[config.mk]
export PLATFORM = sky130hd
export DESIGN_NAME = sprite_fetch_ctrl_flat
export DESIGN_NICKNAME = d
export VERILOG_FILES = /design/src/rtl/sprite_pkg.sv /design/src/rtl/sprite_fetch_ctrl_if.sv /design/src/rtl/sprite_rect_rom.sv /design/src/rtl/sprite_fetch_ctrl.sv /design/src/flat_wrapper.sv
export SDC_FILE = /design/constraint.sdc
export NUM_CORES = 1
export LEC_CHECK = 0
export ABC_CLOCK_PERIOD_IN_PS = 5800
export BUFFER_PORTS_ARGS = -buffer_cell sky130_fd_sc_hd__buf_2
export CAP_MARGIN = 20
export CORE_UTILIZATION = 38
export CTS_CLUSTER_SIZE = 14
export DETAILED_ROUTE_END_ITERATION = 8
export HOLD_SLACK_MARGIN = 0.06
export PLACE_DENSITY = 0.52
export SYNTH_ARGS = -nofsm -noshare
export SYNTH_HDL_FRONTEND = slang
export SYNTH_SLANG_ARGS = --single-unit
export TNS_END_PERCENT = 100
[constraint.sdc]
create_clock -name clk -period 5.8 [get_ports clk]
set_clock_uncertainty 0.2 [all_clocks]
set_input_delay 0.29 -clock clk [delete_from_list [all_inputs] [get_ports clk]]
set_output_delay 0.29 -clock clk [all_outputs]
set_load 0.005 [all_outputs]
[src/rtl/sprite_pkg.sv]
// Shared types for the sprite-sheet fetch path: picture IDs, tile descriptor,
// controller state encoding and the ID-to-rectangle lookup.
package sprite_pkg;

  localparam int unsigned PIC_WHITE     = 0;
  localparam int unsigned PIC_TETRIS1   = 1;
  localparam int unsigned PIC_TETRIS2   = 2;
  localparam int unsigned PIC_TETRIS3   = 3;
  localparam int unsigned PIC_TETRIS4   = 4;
  localparam int unsigned PIC_TETRIS5   = 5;
  localparam int unsigned PIC_TETRIS6   = 6;
  localparam int unsigned PIC_TETRIS7   = 7;
  localparam int unsigned PIC_GAMEOVER  = 9;
  localparam int unsigned PIC_INSTR     = 10;
  localparam int unsigned PIC_SPONGEBOB = 11;

  localparam int SPRITE_COORD_W = 10;
  localparam int TILE_SIZE      = 30;

  typedef struct packed {
    logic [SPRITE_COORD_W-1:0] base_x;
    logic [SPRITE_COORD_W-1:0] base_y;
    logic [SPRITE_COORD_W-1:0] w;
    logic [SPRITE_COORD_W-1:0] h;
  } sprite_desc_t;

  typedef enum logic [1:0] {
    ST_IDLE,
    ST_LOAD,
    ST_SCAN
  } fetch_state_e;

  // Unknown IDs fall back to the white tile parked below the block column.
  function automatic sprite_desc_t sprite_lookup(input logic [31:0] id);
    sprite_desc_t d;
    d = '{base_x: 10'd0, base_y: 10'd320, w: 10'd30, h: 10'd30};
    if (id >= PIC_TETRIS1 && id <= PIC_TETRIS7) begin
      d.base_y = SPRITE_COORD_W'(TILE_SIZE * (id - 1));
    end else begin
      case (id)
        PIC_GAMEOVER:  d = '{base_x: 10'd290, base_y: 10'd0,   w: 10'd160, h: 10'd50};
        PIC_INSTR:     d = '{base_x: 10'd290, base_y: 10'd50,  w: 10'd160, h: 10'd140};
        PIC_SPONGEBOB: d = '{base_x: 10'd290, base_y: 10'd190, w: 10'd160, h: 10'd130};
        default:       d = d;
      endcase
    end
    return d;
  endfunction

endpackage

[src/rtl/sprite_fetch_ctrl_if.sv]
// Request and address-stream bundle for sprite_fetch_ctrl.
// req_mirror exists only when SPRITE_FETCH_MIRROR_EN is defined.
interface sprite_fetch_ctrl_if #(
    parameter int ID_W    = 4,
    parameter int COORD_W = 10,
    parameter int ADDR_W  = 18
);
    logic               req_valid;
    logic [ID_W-1:0]    req_id;
    logic               req_ready;
    logic               abort;
`ifdef SPRITE_FETCH_MIRROR_EN
    logic               req_mirror;
`endif
    logic               addr_valid;
    logic               addr_ready;
    logic [ADDR_W-1:0]  rom_addr;
    logic [COORD_W-1:0] pix_x;
    logic [COORD_W-1:0] pix_y;
    logic               last;
    logic               busy;

    modport master (
`ifdef SPRITE_FETCH_MIRROR_EN
        output req_mirror,
`endif
        output req_valid, req_id, abort, addr_ready,
        input  req_ready, addr_valid, rom_addr, pix_x, pix_y, last, busy
    );

    modport slave (
`ifdef SPRITE_FETCH_MIRROR_EN
        input  req_mirror,
`endif
        input  req_valid, req_id, abort, addr_ready,
        output req_ready, addr_valid, rom_addr, pix_x, pix_y, last, busy
    );
endinterface

[src/rtl/sprite_rect_rom.sv]
// Registered picture-ID to sheet-rectangle lookup; captures on the request
// handshake so the descriptor is ready during the controller's LOAD cycle.
module sprite_rect_rom
    import sprite_pkg::*;
#(
    parameter int ID_W = 4
) (
    input  logic         clk,
    input  logic         rst_n,
    input  logic         load_en,
    input  logic [ID_W-1:0] id,
    output sprite_desc_t desc
);
    sprite_desc_t desc_q, desc_d;

    // NOTE: every combinational output gets a default first, so no latch is inferred.
    always_comb begin
        desc_d = desc_q;
        if (load_en) desc_d = sprite_lookup(32'(id));
    end

    // NOTE: a single registered word, not a memory array, so resetting it is cheap and safe.
    always_ff @(posedge clk or negedge rst_n) begin
        if (!rst_n) desc_q <= '0;
        else        desc_q <= desc_d;
    end

    assign desc = desc_q;
endmodule

[src/rtl/sprite_fetch_ctrl.sv]
// Sprite-sheet fetch controller: ID -> rectangle -> raster-order ROM addresses
// with valid/ready backpressure and abort. Optional mirror: SPRITE_FETCH_MIRROR_EN.
module sprite_fetch_ctrl
    import sprite_pkg::*;
#(
    parameter int ID_W    = 4,
    parameter int COORD_W = 10,
    parameter int SHEET_W = 480,
    parameter int ADDR_W  = 18
) (
    input logic               clk,
    input logic               rst_n,
    sprite_fetch_ctrl_if.slave bus
);
    fetch_state_e       state_q, state_d;
    logic [COORD_W-1:0] px_q, px_d, py_q, py_d;
    logic [COORD_W-1:0] w_q, w_d, h_q, h_d;
    logic [ADDR_W-1:0]  row_base_q, row_base_d;
    logic [ADDR_W-1:0]  rom_addr_q, rom_addr_d;
    logic               addr_valid_q, addr_valid_d;
    logic               last_q, last_d;
    logic               req_ready_q, req_ready_d;
    logic               busy_q, busy_d;
    logic [COORD_W-1:0] col;
    logic               accept;
    sprite_desc_t       desc;
`ifdef SPRITE_FETCH_MIRROR_EN
    logic               mirror_q, mirror_d;
`endif

    assign accept = (state_q == ST_IDLE) && bus.req_valid;

    sprite_rect_rom #(.ID_W(ID_W)) u_rect_rom (
        .clk     (clk),
        .rst_n   (rst_n),
        .load_en (accept),
        .id      (bus.req_id),
        .desc    (desc)
    );

    always_comb begin
        state_d      = state_q;
        px_d         = px_q;
        py_d         = py_q;
        w_d          = w_q;
        h_d          = h_q;
        row_base_d   = row_base_q;
        addr_valid_d = addr_valid_q;
`ifdef SPRITE_FETCH_MIRROR_EN
        mirror_d     = mirror_q;
`endif
        unique case (state_q)
            ST_IDLE: begin
                if (bus.req_valid) begin
                    state_d = ST_LOAD;
`ifdef SPRITE_FETCH_MIRROR_EN
                    mirror_d = bus.req_mirror;
`endif
                end
            end
            ST_LOAD: begin
                if (bus.abort) begin
                    state_d = ST_IDLE;
                end else begin
                    w_d          = COORD_W'(desc.w);
                    h_d          = COORD_W'(desc.h);
                    row_base_d   = ADDR_W'(desc.base_y) * ADDR_W'(SHEET_W) + ADDR_W'(desc.base_x);
                    px_d         = '0;
                    py_d         = '0;
                    addr_valid_d = 1'b1;
                    state_d      = ST_SCAN;
                end
            end
            ST_SCAN: begin
                if (bus.abort) begin
                    state_d      = ST_IDLE;
                    addr_valid_d = 1'b0;
                end else if (bus.addr_ready) begin
                    if (last_q) begin
                        state_d      = ST_IDLE;
                        addr_valid_d = 1'b0;
                    end else if (px_q == w_q - COORD_W'(1)) begin
                        // Row wrap steps the base by one pitch instead of multiplying.
                        px_d       = '0;
                        py_d       = py_q + COORD_W'(1);
                        row_base_d = row_base_q + ADDR_W'(SHEET_W);
                    end else begin
                        px_d = px_q + COORD_W'(1);
                    end
                end
            end
            default: state_d = ST_IDLE;
        endcase

        col = px_d;
`ifdef SPRITE_FETCH_MIRROR_EN
        if (mirror_d) col = w_d - COORD_W'(1) - px_d;
`endif
        // Outputs are computed from next-state values and registered, so a
        // stalled beat simply re-registers the same address.
        rom_addr_d  = row_base_d + ADDR_W'(col);
        last_d      = addr_valid_d && (px_d == w_d - COORD_W'(1)) && (py_d == h_d - COORD_W'(1));
        req_ready_d = (state_d == ST_IDLE);
        busy_d      = (state_d != ST_IDLE);
    end

    // NOTE: sequential state uses non-blocking assignments only, so every flop samples pre-edge values.
    always_ff @(posedge clk or negedge rst_n) begin
        if (!rst_n) begin
            state_q      <= ST_IDLE;
            px_q         <= '0;
            py_q         <= '0;
            w_q          <= '0;
            h_q          <= '0;
            row_base_q   <= '0;
            rom_addr_q   <= '0;
            addr_valid_q <= 1'b0;
            last_q       <= 1'b0;
            req_ready_q  <= 1'b1;
            busy_q       <= 1'b0;
`ifdef SPRITE_FETCH_MIRROR_EN
            mirror_q     <= 1'b0;
`endif
        end else begin
            state_q      <= state_d;
            px_q         <= px_d;
            py_q         <= py_d;
            w_q          <= w_d;
            h_q          <= h_d;
            row_base_q   <= row_base_d;
            rom_addr_q   <= rom_addr_d;
            addr_valid_q <= addr_valid_d;
            last_q       <= last_d;
            req_ready_q  <= req_ready_d;
            busy_q       <= busy_d;
`ifdef SPRITE_FETCH_MIRROR_EN
            mirror_q     <= mirror_d;
`endif
        end
    end

    assign bus.req_ready  = req_ready_q;
    assign bus.addr_valid = addr_valid_q;
    assign bus.rom_addr   = rom_addr_q;
    assign bus.pix_x      = px_q;
    assign bus.pix_y      = py_q;
    assign bus.last       = last_q;
    assign bus.busy       = busy_q;
endmodule

[src/flat_wrapper.sv]
// flat-port wrapper written by rule: the top's interface ports become plain ports
module sprite_fetch_ctrl_flat import sprite_pkg::*;
#(
    parameter int ID_W    = 4,
    parameter int COORD_W = 10,
    parameter int SHEET_W = 480,
    parameter int ADDR_W  = 18
)
  (clk, rst_n, bus_req_valid, bus_req_id, bus_abort, bus_addr_ready, bus_req_ready, bus_addr_valid, bus_rom_addr, bus_pix_x, bus_pix_y, bus_last, bus_busy);
  sprite_fetch_ctrl_if #(.ID_W(ID_W), .COORD_W(COORD_W), .ADDR_W(ADDR_W)) bus_i ();
  input logic clk;
  input logic rst_n;
  input wire logic [$bits(bus_i.req_valid)-1:0] bus_req_valid;
  input wire logic [$bits(bus_i.req_id)-1:0] bus_req_id;
  input wire logic [$bits(bus_i.abort)-1:0] bus_abort;
  input wire logic [$bits(bus_i.addr_ready)-1:0] bus_addr_ready;
  output wire logic [$bits(bus_i.req_ready)-1:0] bus_req_ready;
  output wire logic [$bits(bus_i.addr_valid)-1:0] bus_addr_valid;
  output wire logic [$bits(bus_i.rom_addr)-1:0] bus_rom_addr;
  output wire logic [$bits(bus_i.pix_x)-1:0] bus_pix_x;
  output wire logic [$bits(bus_i.pix_y)-1:0] bus_pix_y;
  output wire logic [$bits(bus_i.last)-1:0] bus_last;
  output wire logic [$bits(bus_i.busy)-1:0] bus_busy;
  assign bus_i.req_valid = bus_req_valid;
  assign bus_i.req_id = bus_req_id;
  assign bus_i.abort = bus_abort;
  assign bus_i.addr_ready = bus_addr_ready;
  assign bus_req_ready = bus_i.req_ready;
  assign bus_addr_valid = bus_i.addr_valid;
  assign bus_rom_addr = bus_i.rom_addr;
  assign bus_pix_x = bus_i.pix_x;
  assign bus_pix_y = bus_i.pix_y;
  assign bus_last = bus_i.last;
  assign bus_busy = bus_i.busy;
  sprite_fetch_ctrl #(.ID_W(ID_W), .COORD_W(COORD_W), .SHEET_W(SHEET_W), .ADDR_W(ADDR_W)) u_core (.clk(clk), .rst_n(rst_n), .bus(bus_i));
endmodule
==> results.cfg, run 1 <==
[sta]
holdWs_ns = 0.114
final_hold_viol_count = 0
drv_slew = 0
relSlewSlack_pct = 46.2
period_share_pct = 90.0
tightestPinTransition_ns = 0.800
fin_crit_ns = 5.22
setup_viol_count_final = 0
fmax_ghz = 0.192
rsz0062_at_grt = no
finalSetupTns_ns = 0

[routing]
via_count = 6568
final_antenna_net_count = 0
routedWlPerCell_um = 17.5
viasPerCell = 5.46
wirelength_mm = 21.0
drt_iter0_drc = 369
dr.pass1.iters = 5
drc_errors = 0

[floorplanning]
dieArea_um2 = 21300
coreArea_um2 = 20300
initial_core_util_pct = 38.8
die_h_um = 146
io_pins = 51
die_w_um = 146
fp-row-count = 52

[clock_network]
clkLatencyLatePin_ns = 0.36
cts_made_buffers = 9
cts_buffer_depth = 2
cts_tree = built
cts_max_level = 3
clock_sinks = 98
post-cts-setup-buffer-count = 0
cts-root-buf = clkbuf_16
postCtsHoldBufs = 1
clk_transition_reported_paths_ns = 0.08
cts_resized = 0

[run]
cap_violations = 0

[layout]
drive_gt1_share_pct = 12.2
nNetsFinal = 1007
diodes = 0
area_growth_pct = 10.1

[synth]
synth_edf_count = 0
synth_seq_area_share_pct = 31.1
synth-warning-count = 0
ys_types = 91
syn_inst = 890
avgSynthCellArea_um2 = 8.85
syn-num-nets = 969
synth_ff_type = dfrtp_1
ys_ff_latch = 98
syn_area_um2 = 7880
synthArstFlopShare_pct = 100

[pwr]
comb_power_share_pct = 70.7
p_sw_share_pct = 50.5
p_sw_mw = 2.75
finalPower_mw = 5.44
p_seq_share_pct = 18.4
ir_worst_vdd_mv = 0.498
powerDensity_nw_per_um2 = 627
cellLeakagePower_nw = 4.03
internal_power_mw = 2.69
p_clk_share_pct = 11.0

[min_path]
hold_depth = 4
hold_path_class = primary input to register
min_to = u_core.u_rect_rom.desc[5]
hold_start = bus_req_id[2]

[grt]
grt_use_total_pct = 20.6
grt_overflow = 0
grt_max_degree = 52
grt_pass1_wl_mm = 34.6
grt_antenna_before_repair = 0
first_global_vias = 6314

[critical_path]
arrival_ns = 5.31
cp.required_ns = 5.89
startpoint_type = register
rr_endpoint = u_core.bus.rom_addr[17]
crit_type = register to register
r2r_slack_ns = 0.58
endpoint_kind = register
crit_path_start = u_core.w_q[0]
crit_fanout = 8
worstReg2RegStart = u_core.w_q[0]
rr_worst_depth = 21

[run_status]
status = finished clean

[placement]
dp_hpwl_mm = 16.2
place_congestion = 0.858
port_buffers = 50
[critical path: stages (launching register included)]
cell and delay [ns]:
dfrtp_1 0.45, inv_1 0.07, ha_1 0.30, xor2_1 0.16
o211ai_1 0.10, a211oi_1 0.48, o21ai_1 0.26, nor3_4 0.35
nor2_1 0.13, a32o_1 0.36, ha_1 0.30, a21o_1 0.15
a21oi_1 0.22, o21bai_1 0.09, a21oi_1 0.22, o21ai_0 0.20
and4_1 0.25, a2111oi_0 0.36, buf_4 0.19, nor2_1 0.07
nand4_1 0.13, xnor2_1 0.11
[area by class of cell]
| cell class | count | area [µm²] |
|---|---|---|
| clock buffer | 9 | 225 |
| tap | 270 | 338 |
| multi-input combinational | 689 | 4990 |
| timing repair buffer | 63 | 353 |
| sequential | 98 | 2450 |
| fill | 2063 | 11600 |
| inverter | 67 | 251 |
| clock inverter | 7 | 63.8 |
[flip-flops by register name, indices dropped and copies added (netlist names)]
| signal | count |
|---|---|
| u_core.bus.req_ready | 1 |
| u_core.bus.last | 1 |
| u_core.w_q | 10 |
| u_core.u_rect_rom.desc | 16 |
| u_core.h_q | 10 |
| u_core.row_base_q | 18 |
| u_core.bus.pix_y | 10 |
| u_core.bus.pix_x | 10 |
| u_core.state_q | 2 |
| u_core.bus.busy | 1 |
| u_core.bus.addr_valid | 1 |
| u_core.bus.rom_addr | 18 |
[power by group through the flow]
stage / Clock, mW / Sequential [mW] / Combinational [mW]
global placement: 0 / 1.01 / 3.80
floorplan: 0 / 0.951 / 3.07
finish: 0.597 / 1.00 / 3.85
detailed placement: 0 / 1.01 / 3.83
CTS: 0.615 / 1.00 / 3.85
global route: 0.640 / 1.03 / 4.36
[layout by cell type, fill, tap and decap left out, drive strengths merged, types with 40 or more instances in the layout]
| master | count |
|---|---|
| a21oi | 44 |
| buf | 62 |
| dfrtp | 97 |
| ha | 47 |
| inv | 70 |
| nand2 | 105 |
| nor2 | 50 |
| nor3 | 40 |
| o21ai | 53 |
| xnor2 | 53 |
[stage by stage]
| step | util, % | cell area [µm²] | instances | setup WS, ns |
|---|---|---|---|---|
| finish | 42.8 | 8680 | 1203 | 0.580 |
| global route | 42.8 | 8680 | 1203 | 0.0632 |
| CTS | 42.8 | 8680 | 1203 | 0.597 |
| detailed placement | 41.3 | 8380 | 1186 | 0.612 |
| global placement | 41.3 | 8380 | 1186 | 0.710 |
| floorplan | - | 7880 | 890 | 1.04 |
[worst max path at each step]
stage	end	slack, ns	depth (start not counted)
5_1_grt	u_core.bus.rom_addr[17]	0.06	21
2_1_floorplan	u_core.bus.rom_addr[17]	1.04	19
3_5_place_dp	u_core.bus.rom_addr[17]	0.61	21
6_report	u_core.bus.rom_addr[17]	0.58	21
4_1_cts	u_core.bus.rom_addr[17]	0.60	21
3_3_place_gp	u_core.bus.rom_addr[17]	0.71	21
[cells by family (layout without fill, tap and decap cells)]
family	after synthesis	in the layout	share of synthesized area (%)
buffers and inverters	103	146	5.48
adders and majority gates	70	70	13.3
AOI/OAI and AO/OA	197	197	16.8
xor gates and xnor gates	75	75	8.51
and+or+nand+nor	331	331	22.5
DFF	98	98	31.1
muxes	16	16	2.24
[per-layer routing]
| metal | routed length, µm | track usage [%] | up-vias |
|---|---|---|---|
| li1 | - | - | 3217 |
| met1 | 9650 | 28.1 | 3171 |
| met2 | 9900 | 33.8 | 157 |
| met3 | 1090 | 3.57 | 23 |
| met4 | 376 | 5.26 | 0 |
| met5 | 0 | 0 | - |
[cells in the mapped netlist (all sizes together) (3+ instances only)]
library cell	instances	area, µm²
nand2	105	394
dfrtp	97	2430
inv	67	251
o21ai	53	273
xnor2	53	464
nor2	50	193
ha	47	588
a21oi	44	220
nor3	40	231
nand3	31	160
clkbuf	24	91.3
fa	23	460
xor2	21	184
and2	20	125
and3	16	100
mux2i	15	154
a21o	13	97.6
buf	12	88.8
nor4	12	136
nand4	10	62.6
a211oi	8	60.1
a31oi	8	50.1
nor2b	7	51.3
o211ai	7	52.6
nand2b	6	37.5
nor3b	6	45.0
o31ai	6	45.0
or2	6	42.5
o21bai	5	37.5
o22ai	5	31.3
a221o	4	40.0
nand3b	4	30.0
or3	4	25.0
or4	4	33.8
a211o	3	35.0
a22o	3	26.3
a311oi	3	26.3
and4	3	26.3
o21a	3	22.5
o221ai	3	32.5
o41ai	3	26.3
(Power assumes the default switching activity.)
==> run 2: changes to the inputs <==
Settings changed: ABC_CLOCK_PERIOD_IN_PS 5800 to 6100.
Clock period 5.8 ns to 6.1 ns, I/O delays scaled along.
==> run 2 against run 1 <==
  * Flip-flop and latch count unchanged
  * Register-to-register slack better by 0.21 ns
  * Count of clock-buffer cells in the layout is the same
  * Clock power increased by 4.7%
  * Sequential share of layout area fell by 0.053 points
  * Highest routed layer unchanged
==> results.cfg, run 2 (same netlist as run 1, synthesis figures left out) <==
[sta]
final_hold_viol_count = 0
rsz0062_at_grt = no
relSlewSlack_pct = 41.1
period_share_pct = 87.0
finalSetupTns_ns = 0
drv_slew = 0
tightestPinTransition_ns = 0.875
setup_viol_count_final = 0
fmax_ghz = 0.188
holdWs_ns = 0.126
fin_crit_ns = 5.31

[critical_path]
cp.required_ns = 6.18
startpoint_type = register
crit_type = register to register
r2r_slack_ns = 0.79
rr_endpoint = u_core.bus.rom_addr[17]
crit_family = compound AO/OA/AOI/OAI gates
worstReg2RegStart = u_core.w_q[0]
worstPathCellList = inv_1 -> ha_1 -> xor2_1 -> o211ai_1 -> a211oi_1 -> o21ai_1 -> nor3_4 -> nor2_1 -> a32o_1 -> ha_1 -> a21o_1 -> a21oi_1 -> o21bai_1 -> a21oi_1 -> o21ai_0 -> and4_1 -> a2111oi_0 -> buf_4 -> nor2_1 -> nand4_1 -> xnor2_1
cpPeakStageDelay_ns = 0.48
worstPathBufferInverterCount = 2
crit_path_start = u_core.w_q[0]
crit_fanout = 8
crit_slowest_cell = a211oi_1
arrival_ns = 5.39
rr_worst_depth = 21
endpoint_kind = register

[layout]
layout_commonest_cell = nand2_1
final_cell_mix = nand2_1, dfrtp_1, inv_1
final_area_um2 = 8700
nNetsFinal = 1005
area_growth_pct = 10.4
drive_gt1_share_pct = 12.0
stdcell_count = 1201
diodes = 0

[grt]
grt_use_total_pct = 20.9
grt_pass1_wl_mm = 34.9
grt_overflow = 0
grt_max_degree = 54
grt_antenna_before_repair = 0
first_global_vias = 6325

[floorplanning]
fp-row-count = 52
dieArea_um2 = 21300
io_pins = 51
initial_core_util_pct = 38.8
die_w_um = 146
coreArea_um2 = 20300
die_h_um = 146

[pwr]
powerDensity_nw_per_um2 = 601
cellLeakagePower_nw = 4.03
finalPower_mw = 5.23
ir_worst_vdd_mv = 0.541

[routing]
routedWlPerCell_um = 17.8
viasPerCell = 5.45
drt_iter0_drc = 405
final_antenna_net_count = 0
dr.pass1.iters = 6
wirelength_mm = 21.4
via_count = 6550
drc_errors = 0

[clock_network]
clock_sinks = 98
clkLatencyLatePin_ns = 0.36
cts_tree = built
cts_buffer_depth = 2
cts_made_buffers = 9
post-cts-setup-buffer-count = 0
clk_transition_reported_paths_ns = 0.08
cts-root-buf = clkbuf_16
cts_max_level = 3

[placement]
dp_hpwl_mm = 16.3
dpl_cell_area_um2 = 8370
port_buffers = 50
dp.cells = 1184
place_congestion = 0.851

[min_path]
hold_path_class = primary input to register
hold_depth = 4
hold_start = bus_req_id[2]
min_to = u_core.u_rect_rom.desc[5]

[run_status]
status = finished clean

[run]
cap_violations = 0
## run 2: report_power, final
group	switching [mW]	internal (mW)	total, mW
registers	0.155	0.797	0.952
clock network	0.294	0.331	0.625
logic	2.18	1.47	3.65
total	2.63	2.60	5.23
## run 2: per-layer routing
metal	vias up	track usage, %	part of all wire (%)
met3	28	3.57	5.2
met4	0	5.99	2.1
met2	186	34.9	48
li1	3212	-	-
met5	-	0	0
met1	3124	27.7	45
## run 2: tightest hold or removal path, cell delays in order
cell and delay [ns]:
buf_2 0.13, nor2b_1 0.08, nand3_1 0.08, nand2_1 0.04
## run 2: how the worst max path moves through the flow
stage,to,slack (ns),depth (start not counted)
6_report,u_core.bus.rom_addr[17],0.79,21
5_1_grt,u_core.bus.rom_addr[17],0.29,21
4_1_cts,u_core.bus.rom_addr[17],0.83,21
3_5_place_dp,u_core.bus.rom_addr[17],0.88,21
3_3_place_gp,u_core.bus.rom_addr[17],1.01,21
2_1_floorplan,u_core.bus.rom_addr[17],1.34,19
## run 2: layout make-up
type                       instances  area (µm²)
clock buffer                       9         225
clock inverter                     7        95.1
fill                            2100       11600
inverter                          67         251
multi-input combinational        689        4990
sequential                        98        2450
tap                              270         338
timing repair buffer              61         338
## run 2: what timing repair did
action,4_1_cts,5_1_grt
hold endpoints to repair,44,0
hold buffers,1,0
gates resized for setup,0,0
## run 2: stage by stage
step	utilization, %	worst slack [ns]
floorplan	-	1.34
global placement	41.2	1.01
detailed placement	41.2	0.876
CTS	42.8	0.830
global route	42.8	0.293
finish	42.8	0.794
